===== config.mk =====
export PLATFORM = sky130hd
export DESIGN_NAME = uart_cmd_host
export DESIGN_NICKNAME = d
export VERILOG_FILES = /design/src/rtl/uart_cmd_host.sv
export SDC_FILE = /design/constraint.sdc
export NUM_CORES = 1
export LEC_CHECK = 0
export CORE_ASPECT_RATIO = 1.2
export CORE_MARGIN = 5
export CORE_UTILIZATION = 50
export CTS_CLUSTER_SIZE = 12
export DETAILED_ROUTE_END_ITERATION = 10
export PLACE_DENSITY = 0.77
export SLEW_MARGIN = 20
export SYNTH_ARGS = -nofsm -noshare
export SYNTH_HDL_FRONTEND = slang
export SYNTH_SLANG_ARGS = --single-unit

===== constraint.sdc =====
create_clock -name clk_i -period 6.6 [get_ports clk_i]
set_input_delay 0.99 -clock clk_i [delete_from_list [all_inputs] [get_ports clk_i]]
set_output_delay 0.99 -clock clk_i [all_outputs]
set_load 0.01 [all_outputs]

===== src/rtl/uart_cmd_host.sv =====
// Host-side UART command initiator: serialises one command frame into the TX byte FIFO,
// then gathers the reply bytes from the RX path and reports them with a timeout flag.
module uart_cmd_host #(
    parameter int DATA_WIDTH = 8,
    parameter int ADDR_WIDTH = 4,
    parameter int TMO_WIDTH  = 16,
    parameter int TMO_CYCLES = 1000
) (
    input  logic                    clk_i,
    input  logic                    rst_ni,
    input  logic                    cmd_vld_i,
    output logic                    cmd_rdy_o,
    input  logic [1:0]              cmd_type_i,
    input  logic [ADDR_WIDTH-1:0]   cmd_addr_i,
    input  logic [DATA_WIDTH-1:0]   cmd_opa_i,
    input  logic [DATA_WIDTH-1:0]   cmd_opb_i,
    input  logic [3:0]              cmd_fun_i,
    input  logic                    tx_full_i,
    output logic                    tx_wr_inc_o,
    output logic [DATA_WIDTH-1:0]   tx_wr_data_o,
    input  logic [DATA_WIDTH-1:0]   rx_data_i,
    input  logic                    rx_vld_i,
    output logic [2*DATA_WIDTH-1:0] rsp_data_o,
    output logic                    rsp_vld_o,
    output logic                    rsp_timeout_o
);

    localparam logic [1:0] CMD_RF_WR  = 2'd0;
    localparam logic [1:0] CMD_RF_RD  = 2'd1;
    localparam logic [1:0] CMD_ALU_W  = 2'd2;
    localparam logic [1:0] CMD_ALU_NO = 2'd3;

    localparam logic [TMO_WIDTH-1:0] TMO_LAST = TMO_WIDTH'(TMO_CYCLES - 1);
    localparam logic [TMO_WIDTH-1:0] TMO_ONE  = {{(TMO_WIDTH-1){1'b0}}, 1'b1};
    localparam logic [TMO_WIDTH-1:0] TMO_ZERO = {TMO_WIDTH{1'b0}};

    typedef enum logic [1:0] {
        S_IDLE     = 2'd0,
        S_SEND     = 2'd1,
        S_WAIT_RSP = 2'd2,
        S_DONE     = 2'd3
    } state_e;

    function automatic logic [1:0] tx_last_idx(input logic [1:0] typ);
        logic [1:0] last;
        case (typ)
            CMD_RF_WR:  last = 2'd2;
            CMD_RF_RD:  last = 2'd1;
            CMD_ALU_W:  last = 2'd3;
            CMD_ALU_NO: last = 2'd1;
            default:    last = 2'd1;
        endcase
        return last;
    endfunction

    function automatic logic [1:0] rsp_len(input logic [1:0] typ);
        logic [1:0] len;
        case (typ)
            CMD_RF_WR:  len = 2'd0;
            CMD_RF_RD:  len = 2'd1;
            CMD_ALU_W:  len = 2'd2;
            CMD_ALU_NO: len = 2'd2;
            default:    len = 2'd0;
        endcase
        return len;
    endfunction

    // Byte idx of the frame; header byte first, ADDR/FUN fields zero-extended.
    function automatic logic [DATA_WIDTH-1:0] frame_byte(
        input logic [1:0]            typ,
        input logic [1:0]            idx,
        input logic [ADDR_WIDTH-1:0] addr,
        input logic [DATA_WIDTH-1:0] opa,
        input logic [DATA_WIDTH-1:0] opb,
        input logic [3:0]            fun
    );
        logic [DATA_WIDTH-1:0] b;
        b = {DATA_WIDTH{1'b0}};
        case (typ)
            CMD_RF_WR: begin
                case (idx)
                    2'd0:    b = DATA_WIDTH'(8'hAA);
                    2'd1:    b = DATA_WIDTH'(addr);
                    2'd2:    b = opa;
                    default: b = {DATA_WIDTH{1'b0}};
                endcase
            end
            CMD_RF_RD: begin
                case (idx)
                    2'd0:    b = DATA_WIDTH'(8'hBB);
                    2'd1:    b = DATA_WIDTH'(addr);
                    default: b = {DATA_WIDTH{1'b0}};
                endcase
            end
            CMD_ALU_W: begin
                case (idx)
                    2'd0:    b = DATA_WIDTH'(8'hCC);
                    2'd1:    b = opa;
                    2'd2:    b = opb;
                    2'd3:    b = DATA_WIDTH'(fun);
                    default: b = {DATA_WIDTH{1'b0}};
                endcase
            end
            CMD_ALU_NO: begin
                case (idx)
                    2'd0:    b = DATA_WIDTH'(8'hDD);
                    2'd1:    b = DATA_WIDTH'(fun);
                    default: b = {DATA_WIDTH{1'b0}};
                endcase
            end
            default: b = {DATA_WIDTH{1'b0}};
        endcase
        return b;
    endfunction

    state_e                  state_q,       state_d;
    logic [1:0]              typ_q,         typ_d;
    logic [ADDR_WIDTH-1:0]   addr_q,        addr_d;
    logic [DATA_WIDTH-1:0]   opa_q,         opa_d;
    logic [DATA_WIDTH-1:0]   opb_q,         opb_d;
    logic [3:0]              fun_q,         fun_d;
    logic [1:0]              idx_q,         idx_d;
    logic [1:0]              rx_cnt_q,      rx_cnt_d;
    logic [TMO_WIDTH-1:0]    tmo_cnt_q,     tmo_cnt_d;
    logic                    tmo_flag_q,    tmo_flag_d;
    logic [2*DATA_WIDTH-1:0] rsp_data_q,    rsp_data_d;
    logic                    rsp_vld_q,     rsp_vld_d;
    logic                    rsp_timeout_q, rsp_timeout_d;

    logic                    tx_wr_inc_s;
    logic [DATA_WIDTH-1:0]   tx_wr_data_s;

    // FIFO write port: offer the current frame byte whenever the FIFO has room.
    always_comb begin
        if (state_q == S_SEND) begin
            tx_wr_inc_s  = !tx_full_i;
            tx_wr_data_s = frame_byte(typ_q, idx_q, addr_q, opa_q, opb_q, fun_q);
        end else begin
            tx_wr_inc_s  = 1'b0;
            tx_wr_data_s = {DATA_WIDTH{1'b0}};
        end
    end

    // Next-state logic for the command FSM and its datapath registers.
    always_comb begin
        state_d       = state_q;
        typ_d         = typ_q;
        addr_d        = addr_q;
        opa_d         = opa_q;
        opb_d         = opb_q;
        fun_d         = fun_q;
        idx_d         = idx_q;
        rx_cnt_d      = rx_cnt_q;
        tmo_cnt_d     = tmo_cnt_q;
        tmo_flag_d    = tmo_flag_q;
        rsp_data_d    = rsp_data_q;
        rsp_vld_d     = 1'b0;
        rsp_timeout_d = 1'b0;
        case (state_q)
            S_IDLE: begin
                if (cmd_vld_i) begin
                    typ_d      = cmd_type_i;
                    addr_d     = cmd_addr_i;
                    opa_d      = cmd_opa_i;
                    opb_d      = cmd_opb_i;
                    fun_d      = cmd_fun_i;
                    idx_d      = 2'd0;
                    rx_cnt_d   = 2'd0;
                    tmo_cnt_d  = TMO_ZERO;
                    tmo_flag_d = 1'b0;
                    rsp_data_d = {(2*DATA_WIDTH){1'b0}};
                    state_d    = S_SEND;
                end else begin
                    state_d = S_IDLE;
                end
            end
            S_SEND: begin
                if (tx_wr_inc_s) begin
                    if (idx_q == tx_last_idx(typ_q)) begin
                        idx_d   = 2'd0;
                        state_d = (rsp_len(typ_q) == 2'd0) ? S_DONE : S_WAIT_RSP;
                    end else begin
                        idx_d = idx_q + 2'd1;
                    end
                end else begin
                    idx_d = idx_q;
                end
            end
            S_WAIT_RSP: begin
                // A byte arriving on the timeout cycle still counts and restarts the wait.
                if (rx_vld_i) begin
                    if (rx_cnt_q == 2'd0) begin
                        rsp_data_d[DATA_WIDTH-1:0] = rx_data_i;
                    end else begin
                        rsp_data_d[2*DATA_WIDTH-1:DATA_WIDTH] = rx_data_i;
                    end
                    rx_cnt_d  = rx_cnt_q + 2'd1;
                    tmo_cnt_d = TMO_ZERO;
                    if ((rx_cnt_q + 2'd1) == rsp_len(typ_q)) begin
                        state_d = S_DONE;
                    end else begin
                        state_d = S_WAIT_RSP;
                    end
                end else if (tmo_cnt_q == TMO_LAST) begin
                    tmo_flag_d = 1'b1;
                    state_d    = S_DONE;
                end else begin
                    tmo_cnt_d = tmo_cnt_q + TMO_ONE;
                end
            end
            S_DONE: begin
                rsp_vld_d     = 1'b1;
                rsp_timeout_d = tmo_flag_q;
                state_d       = S_IDLE;
            end
            default: begin
                state_d = S_IDLE;
            end
        endcase
    end

    // State and datapath registers; reset aborts any command in flight.
    always_ff @(posedge clk_i or negedge rst_ni) begin
        if (!rst_ni) begin
            state_q       <= S_IDLE;
            typ_q         <= 2'd0;
            addr_q        <= {ADDR_WIDTH{1'b0}};
            opa_q         <= {DATA_WIDTH{1'b0}};
            opb_q         <= {DATA_WIDTH{1'b0}};
            fun_q         <= 4'd0;
            idx_q         <= 2'd0;
            rx_cnt_q      <= 2'd0;
            tmo_cnt_q     <= TMO_ZERO;
            tmo_flag_q    <= 1'b0;
            rsp_data_q    <= {(2*DATA_WIDTH){1'b0}};
            rsp_vld_q     <= 1'b0;
            rsp_timeout_q <= 1'b0;
        end else begin
            state_q       <= state_d;
            typ_q         <= typ_d;
            addr_q        <= addr_d;
            opa_q         <= opa_d;
            opb_q         <= opb_d;
            fun_q         <= fun_d;
            idx_q         <= idx_d;
            rx_cnt_q      <= rx_cnt_d;
            tmo_cnt_q     <= tmo_cnt_d;
            tmo_flag_q    <= tmo_flag_d;
            rsp_data_q    <= rsp_data_d;
            rsp_vld_q     <= rsp_vld_d;
            rsp_timeout_q <= rsp_timeout_d;
        end
    end

    assign cmd_rdy_o     = (state_q == S_IDLE);
    assign tx_wr_inc_o   = tx_wr_inc_s;
    assign tx_wr_data_o  = tx_wr_data_s;
    assign rsp_data_o    = rsp_data_q;
    assign rsp_vld_o     = rsp_vld_q;
    assign rsp_timeout_o = rsp_timeout_q;

endmodule


==> results.tsv, run 1 <==
stage	metric	value	unit
route	routed_wl	8287	µm
clock_network	cts.path.max_buffers	2	
clock_network	cts_root_buffer	clkbuf_8	
worst_setup_path	slowest_delay	540	ps
floorplan	core	7147	µm²
global_routing	antenna_found_initial	0	
clock_network	post_cts_resized	0	
sta	period_needed	3752	ps
worst_setup_path	r2r_slack	3790	ps
synth	async_flop_share	100.0	%
worst_setup_path	r2r_cells	6	
finish	drive_above_1_share	17.40	%
power	comb_power_share	45.0	%
worst_setup_path	cp_slowest_cell	or3b_2	
worst_setup_path	rr_startpoint	state_q[0]$_DFFE_PN0P_	
synth	synthCells	343	
worst_setup_path	cp-endpoint	tx_wr_data_o[5]	
power	p_sw_share	37.07	%
power	clock_power_share	18.5	%
clock_network	cts_hold_buf	0	
worst_setup_path	setup.worst_path.class	reg2out	
placed_design	dp_hpwl	5863	µm
route	avgRoutedWirePerCell	16.64	µm
synth	seq_area_frac_synth	46.58	%
sta	fin_setup_tns	0	ps
clock_network	post_cts_buffers	0	
route	first_iter_violations	151	
worst_setup_path	cp_data_arrival_time	2760	ps
clock_network	path_clk_slew	70	ps
floorplan	placementRows	34	
worst_setup_path	cp_top_family	simple AND/OR/NAND/NOR gates	
worst_setup_path	endpoint_kind	primary output	
route	vias_per_cell	5.896	
floorplan	die_w	87.46	µm
route	antenna_left	0	
finish	final_cell_mix	dfrtp_1 (67), clkdlybuf4s50_1 (65), mux2_2 (44)	
floorplan	pin_count	67	
power	internal_power	1186	µW
placed_design	place.port_buffers	66	
synth	synth_edf_count	0	
power	seq_power_share	36.5	%
global_routing	grt_max_degree	68	
sta	fin_skew	8.906	ps
clock_network	h-tree-depth	3	
floorplan	die_area	9003	µm²
worst_setup_path	worstSetupStartpointType	flip-flop	
finish	final_core_util	63.06	%
sta	fmax	0.2665	GHz
worst_setup_path	startpoint	idx_q[0]$_DFFE_PN0P_	
sta	fin_crit_sh	56.85	%
sta	rsz0062_at_grt	no	
worst_setup_path	path_cells	inv_1, ha_1, or3b_2, o32ai_1, and2_1, clkdlybuf4s50_1	
power	cellLeakagePower	0.001886	µW
min_path	min_from	rsp_data_o[2]$_DFFE_PN0P_	
finish	syn_to_final_growth	25.20	%
clock_network	clkLatencyLatePin	340	ps
finish	diodes	0	
placed_design	gp_congestion	0.8337	
sta	drv_slew	0	
synth	synth_fp_nets	394	
synth	synth_seq_cells	67	
synth	avgSynthCellArea	10.49	µm²
worst_setup_path	cp.required	5610	ps
global_routing	grtUsageTotal	19.96	%
worst_setup_path	r2r_end	tmo_cnt_q[3]$_DFFE_PN0P_	
global_routing	grt_pass1_vias	2969	
power	p_per_area	418.1	nW/µm²
min_path	min_path_type	reg2reg	
sta	worstMarginPinSlew	830.3	ps
synth	synth_ff_type	dfrtp_1	
worst_setup_path	path_buf_inv	2	
power	p_switching	698.4	µW
worst_setup_path	crit_fanout	11	
clock_network	clock_sinks	67	
sta	max-slew-margin-rel	44.65	%
sta	setup_viol	0	
clock_network	cts_buffers	9	
floorplan	die_h	102.9	µm
worst_setup_path	worstSetupPathDepth	6	
power	vdd_ir_drop_max	0.2285	mV
global_routing	grt_overflow	0	
global_routing	grt_pass1_wl	14170	µm
finish	finalNetCount	454	
clock_network	cts_tree	yes	
synth	ys_types	53	
run_status	outcome	finished clean	
finish	final_common_cell	dfrtp_1	
synth	yosysWarnings	0	
floorplan	start_util	50.37	%
route	remaining_drc_errors	0	
run	drv_cap	0	
route	drtPass1Iterations	5	
sta	finalHoldViolations	0	
synth	syn-cell-area	3600	µm²
route	vias	2936	
finish	fillers	594	
## final cells by class
type / instances / area (µm²) / share of cell area (%)
inverters: 15 / 56.30 / 1.249
clock inverters: 4 / 48.80 / 1.083
well taps: 90 / 112.6 / 2.499
multi-input cells: 242 / 1787 / 39.64
flip-flops and latches: 67 / 1677 / 37.20
repair buffers: 68 / 670.6 / 14.88
clock buffers: 12 / 155.1 / 3.443
## worst register-to-register path, cell delays in order (launching register included)
cell	delay [ps]
dfrtp_1	420
inv_1	100
ha_1	550
nor2b_1	660
nand2_1	310
or4_2	610
nand3_1	100
## per-stage QoR
stage                     cells  power [µW]  instance area [µm²]  setup WS, ps  hold WS (ps)
after detailed placement    482        1547                 4300          3196         492.2
after global placement      482        1515                 4300          3268         487.8
final                       498        1884                 4507          2848         506.1
after floorplan             343        1240                 3600          3869         459.7
after CTS                   498        1900                 4504          2817         511.0
after global routing        498        2026                 4507          2612         525.3
## power by group through the flow
stage               clock network (µW)  registers, µW  logic, µW
global placement                     0            685        830
floorplan                            0            654        587
CTS                                356            688        856
global route                       375            713        938
finish                             349            688        847
detailed placement                   0            695        852
## metal layers
metal | wire, µm | track usage [%] | vias to the layer above | share of wire, %
li1 | - | - | 1382 | -
met5 | 0 | 0 | - | 0
met2 | 4438 | 35.90 | 90 | 54
met4 | 65 | 6.375 | 0 | 0.78
met3 | 405 | 3.837 | 6 | 4.9
met1 | 3376 | 23.88 | 1458 | 41
## how the worst min path moves through the flow
stage | slack [ps] | depth (start not counted) | end
3_3_place_gp | 490 | 1 | rsp_data_o[12]$_DFFE_PN0P_
3_5_place_dp | 490 | 1 | rx_cnt_q[1]$_DFFE_PN0P_
2_1_floorplan | 460 | 1 | tmo_cnt_q[7]$_DFFE_PN0P_
5_1_grt | 530 | 1 | rx_cnt_q[1]$_DFFE_PN0P_
4_1_cts | 510 | 1 | rsp_data_o[2]$_DFFE_PN0P_
6_report | 510 | 1 | rsp_data_o[2]$_DFFE_PN0P_
## flip-flops by register name, indices dropped and copies added, names as in the netlist, 2 cells and up
name	flops
state_q	2
typ_q	2
rx_cnt_q	2
opb_q	8
idx_q	2
tmo_cnt_q	16
fun_q	4
addr_q	4
rsp_data_o	16
opa_q	8
## logic make-up after synthesis
group,synth area share [%]
adders and majority gates,4.171
and+or+nand+nor,14.91
AOI/OAI and AO/OA,15.57
buffers and inverters,3.858
xor gates and xnor gates,0.2434
DFF,46.58
muxes,14.67
## cell usage after synthesis (3+ instances only)
cell,count,area [µm²]
o21ai_0,27,135.1
ha_1,12,150.1
or3_1,3,18.77
o31ai_1,4,30.03
clkbuf_1,14,52.55
a22o_1,4,35.03
a21oi_1,18,90.09
a31oi_1,6,37.54
nand4_1,3,18.77
mux2_2,44,495.5
a22oi_1,6,45.04
nand2_1,20,75.07
a222oi_1,3,30.03
or4_1,3,22.52
nor2b_1,3,18.77
nand3_1,17,85.08
and2_1,13,81.33
nor2_1,11,41.29
inv_1,15,56.30
dfrtp_1,67,1677
nor3_1,4,20.02
a221oi_1,4,35.03
o211ai_1,4,30.03
and3_1,3,18.77
Note: power is estimated with default switching activity, not from simulation.
==> run 2: changes to the inputs <==
- CORE_UTILIZATION: 50 -> 47
- PLACE_DENSITY: 0.77 -> 0.76
- clock period: 6.6 -> 3.09 ns (I/O delays scaled with it)
==> run 2 against run 1 <==
Compared with the run above:
- first-iteration DRC count grew 6.0%
- final cell count grew 2.4%
- clock skew grew 3.6 ps
- sequential share of layout area shrank 0.77 points
- die area grew 5.7%
- clock power grew 120%
- utilization shrank 2.2 points
- critical path depth is the same
- design area grew 2.3%
- non-clock buffer count grew 10
- worst setup slack lost 2700 ps
- sequential cell count is the same
- largest power group unchanged
==> results.tsv, run 2 (synthesized netlist as in run 1, its figures left out) <==
stage	metric	value	unit	change
placed_design	dp_slack	309.0	ps	was 3196 ps
run_status	outcome	finished clean		unchanged
placed_design	dp_hpwl	6322	µm	was 5863 µm
route	first_iter_violations	160		was 151
global_routing	grt_pass1_wl	14790	µm	was 14170 µm
worst_setup_path	r2r_end	rsp_data_o[5]$_DFFE_PN0P_		was tmo_cnt_q[3]$_DFFE_PN0P_
route	routed_wl	8960	µm	was 8287 µm
sta	rsz0062_at_grt	no		unchanged
worst_setup_path	cp.required	2630	ps	was 5610 ps
placed_design	place.port_buffers	66		unchanged
global_routing	grt_max_degree	30		was 68
worst_setup_path	cp-endpoint	tx_wr_data_o[5]		unchanged
floorplan	die_area	9517	µm²	was 9003 µm²
finish	final_common_cell	dfrtp_1		unchanged
worst_setup_path	startpoint	idx_q[0]$_DFFE_PN0P_		unchanged
global_routing	grt_pass1_vias	2977		was 2969
sta	setup_viol	0		unchanged
finish	drive_above_1_share	20.57	%	was 17.40%
worst_setup_path	cp_data_arrival_time	2490	ps	was 2760 ps
power	cellLeakagePower	0.001949	µW	was 0.001886 µW
sta	holdWs	44.16	ps	was 506.1 ps
worst_setup_path	r2r_cells	5		was 6
worst_setup_path	setup.worst_path.class	reg2out		unchanged
sta	max-slew-margin-rel	50.39	%	was 44.65%
worst_setup_path	rr_startpoint	state_q[0]$_DFFE_PN0P_		unchanged
route	antenna_left	0		unchanged
clock_network	cts_tree	yes		unchanged
route	vias	2990		was 2936
clock_network	clkLatencyLatePin	350	ps	was 340 ps
min_path	min_path_type	in2async		was reg2reg
sta	setup_ws	133.5	ps	was 2848 ps
power	p_per_area	905.9	nW/µm²	was 418.1 nW/µm²
sta	fin_crit_sh	95.68	%	
floorplan	die_h	105.9	µm	was 102.9 µm
global_routing	antenna_found_initial	0		unchanged
floorplan	core	7576	µm²	was 7147 µm²
placed_design	placed_area	4363	µm²	was 4300 µm²
clock_network	path_clk_slew	80	ps	was 70 ps
route	drtPass1Iterations	4		was 5
floorplan	die_w	89.89	µm	was 87.46 µm
finish	finalNetCount	464		was 454
floorplan	placementRows	35		was 34
finish	final_cell_mix	dfrtp_1 (65), clkdlybuf4s50_1 (64), mux2_2 (44)		was dfrtp_1 (67), clkdlybuf4s50_1 (65), mux2_2 (44)
worst_setup_path	endpoint_kind	primary output		unchanged
route	vias_per_cell	5.863		was 5.896
run	drv_cap	0		unchanged
sta	fin_skew	12.48	ps	was 8.906 ps
worst_setup_path	crit_fanout	5		was 11
floorplan	start_util	47.51	%	was 50.37%
clock_network	cts_buffers	9		unchanged
sta	worstMarginPinSlew	740.1	ps	was 830.3 ps
sta	fmax	0.3382	GHz	
worst_setup_path	worstSetupStartpointType	flip-flop		unchanged
clock_network	clock_sinks	67		unchanged
sta	drv_slew	0		unchanged
sta	fin_setup_tns	0	ps	unchanged
route	avgRoutedWirePerCell	17.57	µm	was 16.64 µm
placed_design	gp_congestion	0.8571		was 0.8337
finish	syn_to_final_growth	28.05	%	was 25.20%
global_routing	grt_overflow	0		unchanged
finish	final_core_util	60.84	%	was 63.06%
clock_network	h-tree-depth	3		unchanged
sta	finalHoldViolations	0		unchanged
power	vdd_ir_drop_max	0.5130	mV	was 0.2285 mV
global_routing	grtUsageTotal	18.92	%	was 19.96%
sta	period_needed	2957	ps	
finish	final_area	4609	µm²	was 4507 µm²
clock_network	cts_root_buffer	clkbuf_8		unchanged
floorplan	pin_count	67		unchanged
clock_network	cts.path.max_buffers	2		unchanged
route	remaining_drc_errors	0		unchanged
worst_setup_path	r2r_slack	800	ps	was 3790 ps
finish	diodes	0		unchanged
[run 2: changes by cell type in the layout (fill, tap and decap cells not counted), moves of 2 or more]
| cell | change |
|---|---|
| dfrtp_1 | -2 |
| dfrtp_2 | +2 |
| ha_1 | -2 |
| buf_4 | +10 |
[run 2: how the worst min path moves through the flow]
stage               startpoint  slack, ps  cells past startpoint                    end
finish                  rst_ni         40                      1   opa_q[3]$_DFFE_PN0P_
global route            rst_ni         70                      1   opa_q[3]$_DFFE_PN0P_
CTS                     rst_ni         50                      1   opa_q[3]$_DFFE_PN0P_
detailed placement      rst_ni        430                      1   opa_q[3]$_DFFE_PN0P_
global placement        rst_ni        430                      1   opa_q[3]$_DFFE_PN0P_
floorplan               rst_ni        170                      0  addr_q[0]$_DFFE_PN0P_
[run 2: through the flow]
stage               std cells  total power (µW)
floorplan                 343              2649
global placement          492              3303
detailed placement        492              3367
CTS                       508              4142
global route              510              4452
finish                    510              4175
[run 2: worst max-delay path: stages (launching register included)]
cell and delay (ps):
dfrtp_2 390, inv_1 100, ha_1 220, or3b_2 500, o32ai_2 250, and2_1 150, clkdlybuf4s50_1 530
[run 2: area by class of cell]
class | instances | area [µm²]
Fill cell | 613 | 2967
Tap cell | 92 | 115.1
Clock inverter | 4 | 48.80
Multi-Input combinational cell | 242 | 1807
Clock buffer | 12 | 155.1
Timing Repair Buffer | 78 | 748.2
Inverter | 15 | 56.30
Sequential cell | 67 | 1679
[run 2: routing by layer]
metal | GRT usage [%] | wire [µm] | vias to the layer above
met4 | 6.489 | 95 | 0
met2 | 33.79 | 4774 | 118
met5 | 0 | 0 | -
met3 | 4.711 | 506 | 10
li1 | - | - | 1410
met1 | 21.91 | 3584 | 1452
[run 2: what timing repair did]
action | 4_1_cts | 5_1_grt
hold buffers | 0 | 0
pin swaps | 0 | 0
endpoints found under the setup margin | 3 | 4
setup buffers | 0 | 2
resized for setup | 3 | 5
[run 2: report_power, final]
| group | leakage [µW] | internal (µW) | switching [µW] |
|---|---|---|---|
| Combinational | 0.000985 | 1010 | 986 |
| Sequential | 0.000858 | 1190 | 239 |
| Clock | 0.000106 | 416 | 342 |
| Total | 0.00195 | 2610 | 1570 |
